<file path="src/rtl/tff_ctrl_pkg.sv">
// Shared encodings for the T-cell counter controller: command opcodes and FSM states.
package tff_ctrl_pkg;

  localparam logic [1:0] OP_NOP  = 2'b00;
  localparam logic [1:0] OP_UP   = 2'b01;
  localparam logic [1:0] OP_DOWN = 2'b10;
  localparam logic [1:0] OP_LOAD = 2'b11;

  typedef enum logic [2:0] {
    ST_IDLE     = 3'd0,
    ST_LOAD     = 3'd1,
    ST_RUN_UP   = 3'd2,
    ST_RUN_DOWN = 3'd3,
    ST_DONE     = 3'd4
  } state_e;

  function automatic logic is_busy(input state_e s);
    return (s == ST_LOAD) || (s == ST_RUN_UP) || (s == ST_RUN_DOWN);
  endfunction

endpackage

</file>
<file path="src/rtl/tff_counter_ctrl_cell.sv">
// Single T flip-flop: inverts its state on every rising edge where i_t is high.
module tff_cell (
  input  logic clk,
  input  logic rst,
  input  logic i_t,
  output logic o_q
);

  logic r_q;

  // toggle register with synchronous clear
  always_ff @(posedge clk) begin
    if (rst) begin
      r_q <= 1'b0;
    end else if (i_t) begin
      r_q <= ~r_q;
    end else begin
      r_q <= r_q;
    end
  end

  assign o_q = r_q;

endmodule

</file>
<file path="src/rtl/tff_counter_ctrl.sv">
// Command sequencer for a bank of WIDTH T-cells (load / count up / count down to a terminal value).
// Optional per-toggle prescaler is enabled by defining TFF_CTRL_PRESCALE_EN.
module tff_counter_ctrl
  import tff_ctrl_pkg::*;
#(
  parameter int WIDTH = 8
) (
  input  logic             clk,
  input  logic             rst,
  input  logic             cmd_valid,
  output logic             cmd_ready,
  input  logic [1:0]       cmd_op,
  input  logic [WIDTH-1:0] cmd_data,
  input  logic             stop,
`ifdef TFF_CTRL_PRESCALE_EN
  input  logic [3:0]       prescale,
`endif
  output logic [WIDTH-1:0] count_q,
  output logic [WIDTH-1:0] tog,
  output logic             busy,
  output logic             done
);

  state_e           r_state;
  state_e           w_next;
  logic [WIDTH-1:0] r_target;
  logic [WIDTH-1:0] w_tog;
  logic [WIDTH-1:0] w_up_tog;
  logic [WIDTH-1:0] w_dn_tog;
  logic [WIDTH-1:0] w_q;
  logic             w_accept;
  logic             w_tick;
  logic             w_run;

  assign cmd_ready = (r_state == ST_IDLE) && !rst;
  assign w_accept  = cmd_valid && cmd_ready;
  assign w_run     = (r_state == ST_RUN_UP) || (r_state == ST_RUN_DOWN);

`ifdef TFF_CTRL_PRESCALE_EN
  logic [3:0] r_prescale;
  logic [3:0] r_pre_cnt;

  assign w_tick = (r_pre_cnt == r_prescale);

  // prescale divider: restarts on accept, stop, reset and after each toggle cycle
  always_ff @(posedge clk) begin
    if (rst) begin
      r_prescale <= 4'd0;
      r_pre_cnt  <= 4'd0;
    end else if (w_accept) begin
      r_prescale <= prescale;
      r_pre_cnt  <= 4'd0;
    end else if (w_run && !stop && !w_tick) begin
      r_pre_cnt  <= r_pre_cnt + 4'd1;
    end else begin
      r_pre_cnt  <= 4'd0;
    end
  end
`else
  assign w_tick = 1'b1;
`endif

  // ripple-free synchronous count toggles: bit i flips when all lower bits are 1 (up) or 0 (down)
  always_comb begin
    w_up_tog    = '0;
    w_dn_tog    = '0;
    w_up_tog[0] = 1'b1;
    w_dn_tog[0] = 1'b1;
    for (int i = 1; i < WIDTH; i++) begin
      w_up_tog[i] = w_up_tog[i-1] & w_q[i-1];
      w_dn_tog[i] = w_dn_tog[i-1] & ~w_q[i-1];
    end
  end

  // state register
  always_ff @(posedge clk) begin
    if (rst) begin
      r_state <= ST_IDLE;
    end else begin
      r_state <= w_next;
    end
  end

  // target captured with every accepted command
  always_ff @(posedge clk) begin
    if (rst) begin
      r_target <= '0;
    end else if (w_accept) begin
      r_target <= cmd_data;
    end else begin
      r_target <= r_target;
    end
  end

  // next-state and toggle vector; stop wins over any pending toggle including the final one
  always_comb begin
    w_next = r_state;
    w_tog  = '0;
    if (rst) begin
      w_next = ST_IDLE;
    end else begin
      case (r_state)
        ST_IDLE: begin
          if (w_accept) begin
            case (cmd_op)
              OP_LOAD: w_next = ST_LOAD;
              OP_UP:   w_next = (w_q == cmd_data) ? ST_DONE : ST_RUN_UP;
              OP_DOWN: w_next = (w_q == cmd_data) ? ST_DONE : ST_RUN_DOWN;
              default: w_next = ST_IDLE;
            endcase
          end else begin
            w_next = ST_IDLE;
          end
        end
        ST_LOAD: begin
          if (stop) begin
            w_next = ST_IDLE;
          end else begin
            w_tog  = w_q ^ r_target;
            w_next = ST_DONE;
          end
        end
        ST_RUN_UP: begin
          if (stop) begin
            w_next = ST_IDLE;
          end else if (w_tick) begin
            w_tog  = w_up_tog;
            w_next = ((w_q + WIDTH'(1'b1)) == r_target) ? ST_DONE : ST_RUN_UP;
          end else begin
            w_next = ST_RUN_UP;
          end
        end
        ST_RUN_DOWN: begin
          if (stop) begin
            w_next = ST_IDLE;
          end else if (w_tick) begin
            w_tog  = w_dn_tog;
            w_next = ((w_q - WIDTH'(1'b1)) == r_target) ? ST_DONE : ST_RUN_DOWN;
          end else begin
            w_next = ST_RUN_DOWN;
          end
        end
        ST_DONE: w_next = ST_IDLE;
        default: w_next = ST_IDLE;
      endcase
    end
  end

  for (genvar g = 0; g < WIDTH; g++) begin : g_cell
    tff_cell u_cell (
      .clk (clk),
      .rst (rst),
      .i_t (w_tog[g]),
      .o_q (w_q[g])
    );
  end

  assign count_q = w_q;
  assign tog     = w_tog;
  assign busy    = is_busy(r_state);
  assign done    = (r_state == ST_DONE);

endmodule

</file>
<file path="config.mk">
export PLATFORM = sky130hd
export DESIGN_NAME = tff_counter_ctrl
export DESIGN_NICKNAME = d
export VERILOG_FILES = /design/src/rtl/tff_ctrl_pkg.sv /design/src/rtl/tff_counter_ctrl_cell.sv /design/src/rtl/tff_counter_ctrl.sv
export SDC_FILE = /design/constraint.sdc
export NUM_CORES = 1
export LEC_CHECK = 0
export CORE_MARGIN = 3
export CORE_UTILIZATION = 25
export CTS_CLUSTER_SIZE = 16
export DETAILED_ROUTE_END_ITERATION = 8
export HOLD_SLACK_MARGIN = 0.05
export PLACE_DENSITY = 0.46
export RECOVER_POWER = 25
export SLEW_MARGIN = 10
export SYNTH_ARGS = -nofsm -noshare
export SYNTH_HDL_FRONTEND = slang
export SYNTH_SLANG_ARGS = --single-unit
</file>
<file path="constraint.sdc">
create_clock -name clk -period 3.15 [get_ports clk]
set_clock_uncertainty 0.05 [all_clocks]
set_input_delay 0.63 -clock clk [delete_from_list [all_inputs] [get_ports clk]]
set_output_delay 0.63 -clock clk [all_outputs]
set_load 0.02 [all_outputs]
</file>
==> After elaboration in Yosys (flattened, before gate mapping) <==
Cells that the tools add are included.
{ "word_totals": {"register_bits": 19, "in_bits": 14, "output_inout_bits": 19, "word_cells": 64} }
{ "op_classes": {"n_addsub": 2, "n_eq_ne": 10, "muxes": 15, "bitwise": 21, "reduce_logical": 6} }
{ "op_table": {"columns": ["op", "n"], "rows": [
  ["8-bit 2-to-1 mux", 4],
  ["8-bit == test", 3],
  ["3-bit 2-to-1 mux", 8],
  ["8-bit case mux with 3 select lines", 1],
  ["1-bit AND", 12],
  ["3-bit case mux with 4 select lines", 1],
  ["3-bit case mux with 3 select lines", 1],
  ["8-bit by 1-bit adder with 8-bit output (second input constant)", 1],
  ["1-bit NOT", 8],
  ["8-bit by 1-bit subtractor with 8-bit output (second input constant)", 1],
  ["8-bit XOR", 1],
  ["3-bit by 2-bit == test with 1-bit output (second input constant)", 2],
  ["2-bit == test (second input constant)", 2],
  ["3-bit by 1-bit == test with 1-bit output (second input constant)", 1],
  ["3-bit == test (second input constant)", 1],
  ["3-bit zero test", 1],
  ["2-bit by 1-bit == test with 1-bit output (second input constant)", 1],
  ["1-bit logical AND", 2],
  ["1-bit logical OR", 2],
  ["1-bit zero test", 1]
]} }

==> Depth between registers and ports, before layout <==
Gate-level depths: netlist of the first run.
{ "logic_depth": {"word_depth": 10, "ltp_mapped": 9, "mapped_depth_nobuf": 8} }

==> Modules after synthesis <==
From an unflattened synthesis of the first run, not the netlist that was laid out.
{ "unflattened": {"hier_cells": 193, "hier_area_um2": 1574.0} }
{ "by_module_without_submodules": {"columns": ["mod", "n_inst", "cells_per_inst", "area_each_um2", "seq_area_each_um2"], "rows": [
  ["tff_counter_ctrl", 1, 169, 1313.8, 220.2],
  ["tff_cell", 8, 3, 32.5, 20.0]
]} }

==> Least setup slack after synthesis of the first run <==
OpenSTA, ideal clock, no wires.
{ "synth_path": {"kind": "input-to-output", "from": "in stop", "to": "out tog[7]", "arrival_ns": 1.680, "setup_slack_ns": 0.790, "stages": 5, "cell_sequence": "nor3b_4 nand4_1 mux2_2 a21oi_2 buf_4"} }
{ "synth_via": {"elab_chain_cells": 3, "elab_cells_between_ends": 5, "classes_between": "5 x mux"} }
{ "synth_rtl": {"columns": ["element", "line", "rtl"], "rows": [
  ["start: declaration", "tff_counter_ctrl.sv:14", "input logic stop,"],
  ["8-bit 2-to-1 mux (on tied branches)", "tff_counter_ctrl.sv:134, tff_counter_ctrl.sv:116, tff_counter_ctrl.sv:124", null],
  ["8-bit case mux with 3 select lines *", "tff_counter_ctrl.sv:102", "case (r_state)"],
  ["8-bit 2-to-1 mux *", "tff_counter_ctrl.sv:99", "if (rst) begin"],
  ["end: declaration", "tff_counter_ctrl.sv:19", "output logic [WIDTH-1:0] tog,"]
]} }
Every way passes the cells marked *; elsewhere a longest branch is shown, timed or not.

==> Final worst setup path of the first run <==
{ "layout_path": {"from": "in stop", "to": "out tog[6]"} }
The elaborated chain is that of the path after synthesis.

==> reports/results.ini, run 1 <==
[global_route]
wire_length_of_the_first_global_routing_pass_um = 7870
globalRoute.totalOverflow = 0
total_routing_usage_gr_pct = 12.7
antenna_found_initial = 0
vias_in_the_first_global_route = 1501
maximum_number_of_pins_on_one_net_before_global_route_repair = 13

[timing]
finalHoldWorstSlack_ns = 0.503
maxClockFrequency_mhz = 333
min_period_over_period_pct = 95.4
min_period_ns = 3.00
max_slew.worst_pin.slew_ns = 0.581
timing.max_slew.rel_slack_pct = 61.2
setup_viol_count_final = 0
report.final.hold_viol_count = 0
rsz0062_at_grt = no
finalMaxSlewViolations = 0

[synthesis]
synth.avg_cell_area_um2 = 8.28
part_of_the_yosys_area_used_for_sequential_elements_pct = 21.9
ys_ff_latch = 19
synthFlopType = sky130_fd_sc_hd__dfxtp_1
ys.warnings.count = 0
synth.net_count = 228
count_of_flip_flops_with_a_built_in_enable_after_synthesis = 0
post_synth_num_cell_types = 52
netlist_instances = 210
mappedNetlistArea_um2 = 1740
async_flop_share_pct = 0

[cts]
clock_tree.htree_level_count = 1
path_clk_slew_ns = 0.08
tritoncts_clock_tree = yes
clock_sink_count = 19
clockRootBuffer = sky130_fd_sc_hd__clkbuf_8
numCtsBuffers = 3
cts.path.max_buffers = 2
clock_insertion_delay_worst_skew_ns = 0.27

[floorplan]
core.rowCount = 29
floorplan.core_area_um2 = 6530
initial_standard_cell_utilization_of_the_core_pct = 26.6
number_of_primary_i_o_pins = 33
die_y_um = 89.4
die_width_um = 89.4
floorplan.die_area_um2 = 7990

[hold_path]
worstHoldPathType = flip-flop to flip-flop

[setup_path]
crit_path_frequent_cell = sky130_fd_sc_hd__buf_4
worst-endpoint-arrival_ns = 2.32
setup.worst_path.start_class = primary input
timing.critical_path.fanout_max = 6
critical_path.endpoint_type = primary output
worst_path_max_delay_cell = sky130_fd_sc_hd__clkdlybuf4s50_1
worst-endpoint-required_ns = 2.47
crit_path_cells = clkdlybuf4s50_1 -> buf_4 -> nor4b_2 -> buf_4 -> nand2_1 -> a31oi_1 -> clkdlybuf4s15_1
slowest_delay_ns = 0.46
crit_type = primary input to primary output

[routing]
detailroute.via_count = 1498
drt-wirelength-per-cell_um = 14.7
routed_via_density = 4.73
wl_um = 4660
detailedRoute.firstPassIterationCount = 4
final_antenna_net_count = 0
drt_drc_violations_left = 0
drt-initial-drc-count = 86

[cells_and_area]
drive_above_1_share_pct = 17.5
diodes = 0
area_growth_syn_to_layout_pct = 22.7
final_nets = 259
layoutNonFillerInstCount = 317

[outcome]
run_status = complete, no violations

[place]
placed_instances = 313
hpwlAfterDp_um = 3720
io_buffer_count = 32
place.gp.congestion = 0.897

[power_and_ir_drop]
leakagePower_nw = 0.877
power_density_nw_per_um2 = 275
worst_ir_drop_vdd_mv = 0.195

[flow_run]
maxCapViolCount = 0

## cells in the final DEF (no fill, tap or decap), drive strengths merged, types with 9 or more instances in the layout
master | synthesis | routed
nor2 | 26 | 26
buf | 28 | 23
xnor2 | 21 | 21
clkdlybuf4s50 | 0 | 20
dfxtp | 19 | 19
xor2 | 12 | 12
nand2 | 10 | 10
nand3 | 10 | 10
a21oi | 10 | 10
mux2i | 9 | 9
## final cells by class
cell class | count | area [um2]
fillers | 713 | 4400
multi-input cells | 158 | 1120
repair buffers | 55 | 477
flip-flops and latches | 19 | 380
well taps | 77 | 96.3
clock buffers | 3 | 41.3
inverters | 4 | 15.0
clock inverters | 1 | 5.00
## power breakdown
part | leakage, nW | total (mW) | switching, mW | internal [mW]
Combinational | 0.698 | 0.141 | 0.0720 | 0.0691
Sequential | 0.154 | 0.260 | 0.0115 | 0.248
Clock | 0.0255 | 0.185 | 0.0969 | 0.0884
Total | 0.877 | 0.586 | 0.180 | 0.406
## cell families after synthesis
family                     count (synthesis)  synth area share, %
DFF                                       19                 21.9
adders and majority gates                  4                 2.88
muxes                                     12                 7.12
and+or+nand+nor                           81                 26.8
xor gates and xnor gates                  33                 16.6
AOI/OAI and AO/OA                         28                 11.2
buffers and inverters                     33                 13.6
## through the flow
stage          cell area, um2  power (mW)  TNS (ns)  worst slack, ns  util, %
2_1_floorplan            1740       0.354         0            0.790        -
3_3_place_gp             2110       0.409     -1.18           -0.201     32.3
3_5_place_dp             2110       0.408     -1.11           -0.198     32.3
4_1_cts                  2140       0.594         0           0.0690     32.8
5_1_grt                  2130       0.615         0          0.00856     32.7
6_report                 2130       0.586         0            0.146     32.7
## Yosys cell counts, drive strengths merged (3+ instances only)
cell type	instances	share of area, %
a21oi	10	3.1
buf	28	13
dfxtp	19	22
ha	4	2.9
inv	4	0.86
mux2	3	1.9
mux2i	9	5.2
nand2	10	2.3
nand3	10	2.9
nand4	8	3.7
nor2	26	5.6
nor3	7	2.7
nor3b	4	2.4
xnor2	21	11
xor2	12	6.0
## metal layers
| metal | vias up | global-route usage, % | wire (um) |
|---|---|---|---|
| met5 | - | 0 | 0 |
| met4 | 0 | 1.89 | 29 |
| met3 | 2 | 2.67 | 226 |
| met2 | 33 | 20.4 | 2070 |
| met1 | 688 | 17.7 | 2340 |
| li1 | 775 | - | - |
## worst paths after layout
path | start | end | slack, ns | cells past startpoint
worst max-delay path | stop | tog[6] | 0.15 | 7
worst min-delay path | r_target[6]$_SDFFE_PP0P_ | r_target[6]$_SDFFE_PP0P_ | 0.50 | 2
worst max register to register | g_cell[1].u_cell.o_q$_SDFFE_PP0P_ | r_state[1]$_SDFF_PP0_ | 0.64 | 9
worst min register to register | r_target[6]$_SDFFE_PP0P_ | r_target[6]$_SDFFE_PP0P_ | 0.50 | 2
## flip-flops by register name, summed over array words and instances (netlist names)
signal / cells
g_cell.u_cell.o_q: 8
r_target: 8
r_state: 3
## critical path: cells and delay by family
family          cells  cell delay [ns]
simple gates        2             0.26
compound gates      1             0.25
buf+inv             4             1.16
## what timing repair did
| item | in CTS | in global routing |
|---|---|---|
| hold buffers | 0 | 0 |
| endpoints found under the setup margin | 8 | 3 |
| setup buffers | 0 | 0 |
| pin swaps | 0 | 0 |
| resized for setup | 8 | 5 |
| hold endpoints to repair | 0 | 0 |
No activity file was read; power rests on OpenSTA's default activity.
==> inputs of run 2 (changes only) <==
--- a/config.mk
+++ b/config.mk
@@ -6,11 +6,11 @@
 export NUM_CORES = 1
 export LEC_CHECK = 0
 export CORE_MARGIN = 3
-export CORE_UTILIZATION = 25
+export CORE_UTILIZATION = 52
 export CTS_CLUSTER_SIZE = 16
 export DETAILED_ROUTE_END_ITERATION = 8
 export HOLD_SLACK_MARGIN = 0.05
-export PLACE_DENSITY = 0.46
+export PLACE_DENSITY = 0.82
 export RECOVER_POWER = 25
 export SLEW_MARGIN = 10
 export SYNTH_ARGS = -nofsm -noshare
==> run 2 against run 1 <==
Hold slack got worse by 0.0021 ns. Total power fell by 9.8%. Design area fell by 3.3%. Sequential share of layout area rose by 0.62 points. Critical path depth fell by 1. Routed wire length fell by 18%. Final cell count fell by 11%. Critical endpoint is now tog[7].
==> reports/results.ini, run 2 (same netlist as run 1, synthesis figures left out) <==
[outcome]
run_status = complete, no violations

[hold_path]
worstHoldPathType = flip-flop to flip-flop

[timing]
min_period_ns = 3.03  ; +0.0246 ns
finalMaxSlewViolations = 0  ; unchanged
rsz0062_at_grt = no
setup_viol_count_final = 0  ; unchanged
min_period_over_period_pct = 96.1  ; +0.78 points
timing.max_slew.rel_slack_pct = 62.8  ; +1.6 points
maxClockFrequency_mhz = 330  ; -0.81%
report.final.hold_viol_count = 0  ; unchanged
layout_setup_ws_ns = 0.121  ; -0.0246 ns
max_slew.worst_pin.slew_ns = 0.556  ; -0.0247 ns
timing.setup.tns_ns = 0  ; unchanged

[setup_path]
setup.worst_path.start_class = primary input
crit_path_cells = clkdlybuf4s50_1 -> nor3b_4 -> nand4_1 -> mux2_2 -> a21oi_2 -> dlygate4sd2_1
critPathTopFamily = buffers and inverters
worst-endpoint-arrival_ns = 2.35  ; +0.03 ns
critical_path.endpoint_type = primary output
timing.critical_path.fanout_max = 3  ; -3
slowest_delay_ns = 0.49  ; +0.03 ns
worst_path_max_delay_cell = sky130_fd_sc_hd__clkdlybuf4s50_1
timing.critical_path.buf_inv = 2  ; -2
crit_type = primary input to primary output
rrSetupSlack_ns = 0.65  ; about the same
worst-endpoint-required_ns = 2.47  ; about the same

[place]
placed_cell_areas_um2 = 2040  ; -3.0%
io_buffer_count = 32  ; unchanged
place.gp.congestion = 0.965  ; +7.5%
placed_instances = 277  ; -12%
hpwlAfterDp_um = 3070  ; -18%
post-place-ws_ns = -0.161  ; +0.0371 ns

[power_and_ir_drop]
leakagePower_nw = 0.863  ; -1.6%
seq_power_share_pct = 49.1  ; +4.8 points
p_sw_share_pct = 31.3  ; +0.55 points
power_density_nw_per_um2 = 256  ; -6.7%
post-layout-total-power_uw = 529  ; -9.8%
net_switching_uw = 166  ; -8.2%
worst_ir_drop_vdd_mv = 0.143  ; -27%
p_clk_share_pct = 25.0  ; -6.6 points
share_comb_of_total_power_pct = 26.0  ; +1.9 points
cell_int_power_uw = 363  ; -10%

[cts]
path_clk_slew_ns = 0.11  ; +0.03 ns
post_cts.repair.setup_buffers = 0  ; unchanged
clockRootBuffer = sky130_fd_sc_hd__clkbuf_4
clock_tree.htree_level_count = 1  ; unchanged
cts.path.max_buffers = 2  ; unchanged
tritoncts_clock_tree = yes
clock_insertion_delay_worst_skew_ns = 0.31  ; +0.04 ns
clock_sink_count = 19  ; unchanged
numCtsBuffers = 3  ; unchanged

[routing]
wl_um = 3840  ; -18%
drt-wirelength-per-cell_um = 13.7  ; -7.0%
final_antenna_net_count = 0  ; unchanged
routed_via_density = 5.46  ; +16%
detailroute.via_count = 1534  ; +2.4%
detailedRoute.firstPassIterationCount = 4  ; unchanged
drt-initial-drc-count = 80  ; -7.0%
drt_drc_violations_left = 0  ; unchanged

[global_route]
antenna_found_initial = 0  ; unchanged
maximum_number_of_pins_on_one_net_before_global_route_repair = 15  ; +2
total_routing_usage_gr_pct = 20.6  ; +7.9 points
wire_length_of_the_first_global_routing_pass_um = 6660  ; -15%
vias_in_the_first_global_route = 1460  ; -2.7%
globalRoute.totalOverflow = 0  ; unchanged

[floorplan]
floorplan.die_area_um2 = 4070  ; -49%
number_of_primary_i_o_pins = 33  ; unchanged
core.rowCount = 20  ; -31%
initial_standard_cell_utilization_of_the_core_pct = 55.6  ; +29 points
die_width_um = 63.8  ; -29%
floorplan.core_area_um2 = 3130  ; -52%
die_y_um = 63.8  ; -29%

[cells_and_area]
layout_commonest_cell = sky130_fd_sc_hd__nor2_1
final_design_area_no_fill_um2 = 2060  ; -3.3%
layoutNonFillerInstCount = 281  ; -11%
filler_cell_count = 264  ; -63%
most_frequent_cells_in_the_layout = 26 x sky130_fd_sc_hd__nor2_1, 24 x sky130_fd_sc_hd__clkdlybuf4s50_1, 21 x sky130_fd_sc_hd__xnor2_1
area_growth_syn_to_layout_pct = 18.6
drive_above_1_share_pct = 15.6  ; -1.9 points
multi_input_comb_area_um2 = 1120  ; unchanged
seq_area_um2 = 380  ; unchanged
final_nets = 256  ; -1.2%
diodes = 0  ; unchanged

[flow_run]
maxCapViolCount = 0  ; unchanged

==> run 2: cell count changes in the layout (fill, tap and decap cells not counted) <==
cell / previous run / this run
sky130_fd_sc_hd__clkdlybuf4s15_1: 1 / 0
sky130_fd_sc_hd__clkbuf_8: 3 / 0
sky130_fd_sc_hd__dlygate4sd2_1: 5 / 6
sky130_fd_sc_hd__dlygate4sd3_1: 4 / 1
sky130_fd_sc_hd__clkdlybuf4s50_1: 20 / 24
sky130_fd_sc_hd__clkbuf_4: 0 / 4
sky130_fd_sc_hd__dlymetal6s2s_1: 0 / 1
sky130_fd_sc_hd__buf_4: 23 / 19
sky130_fd_sc_hd__clkbuf_2: 2 / 0
==> run 2: worst reg2reg max path, stage by stage, from the launching register on <==
cell and delay [ns]:
sky130_fd_sc_hd__dfxtp_1 0.47, sky130_fd_sc_hd__inv_1 0.08, sky130_fd_sc_hd__ha_1 0.23, sky130_fd_sc_hd__ha_1 0.30, sky130_fd_sc_hd__xor2_1 0.24, sky130_fd_sc_hd__nand4_4 0.13, sky130_fd_sc_hd__a2111oi_2 0.47, sky130_fd_sc_hd__a22oi_1 0.20
sky130_fd_sc_hd__a31o_1 0.24
==> run 2: final timing paths <==
check,from,endpoint,depth (start not counted)
setup / recovery,stop,tog[7],6
hold / removal,r_target[6]$_SDFFE_PP0P_,r_target[6]$_SDFFE_PP0P_,2
setup reg to reg,g_cell[1].u_cell.o_q$_SDFFE_PP0P_,r_state[1]$_SDFF_PP0_,8
hold reg to reg,r_target[6]$_SDFFE_PP0P_,r_target[6]$_SDFFE_PP0P_,2
==> run 2: power by group through the flow <==
stage | clock [mW] | sequential [mW] | combinational, mW
floorplan | 0 | 0.261 | 0.0928
global placement | 0 | 0.264 | 0.136
detailed placement | 0 | 0.265 | 0.137
CTS | 0.137 | 0.259 | 0.137
global route | 0.149 | 0.261 | 0.148
finish | 0.132 | 0.259 | 0.137
==> run 2: timing repair <==
action | in CTS | in global routing
endpoints found under the setup margin | 6 | 1
pin swaps | 0 | 0
resized for setup | 6 | 1
hold buffers | 0 | 0
==> run 2: area by class of cell <==
type / count / share of cell area, %
well taps: 44 / 2.67
flip-flops and latches: 19 / 18.4
inverters: 4 / 0.728
clock buffers: 3 / 1.09
multi-input cells: 158 / 54.3
clock inverters: 1 / 0.243
repair buffers: 52 / 22.6
==> run 2: routing by layer <==
layer  wire, um  global-route usage (%)  vias up
met2       1810                    32.9       51
met4         92                    10.5        0
met5          0                       0        -
li1           -                       -      771
met1       1720                    26.7      704
met3        211                    3.16        8
==> run 2: per-stage QoR <==
| stage | util [%] | hold slack, ns |
|---|---|---|
| floorplan | - | 0.434 |
| global placement | 65.3 | 0.451 |
| detailed placement | 65.3 | 0.482 |
| CTS | 66.0 | 0.508 |
| global route | 66.0 | 0.555 |
| finish | 66.0 | 0.501 |
==> inputs of run 3 (changes only) <==
--- a/config.mk
+++ b/config.mk
@@ -16,3 +16,4 @@
 export SYNTH_ARGS = -nofsm -noshare
 export SYNTH_HDL_FRONTEND = slang
 export SYNTH_SLANG_ARGS = --single-unit
+export TNS_END_PERCENT = 5
==> results of run 3 <==
Same layout as run 2: the final DEF is identical, and so are final timing and power.
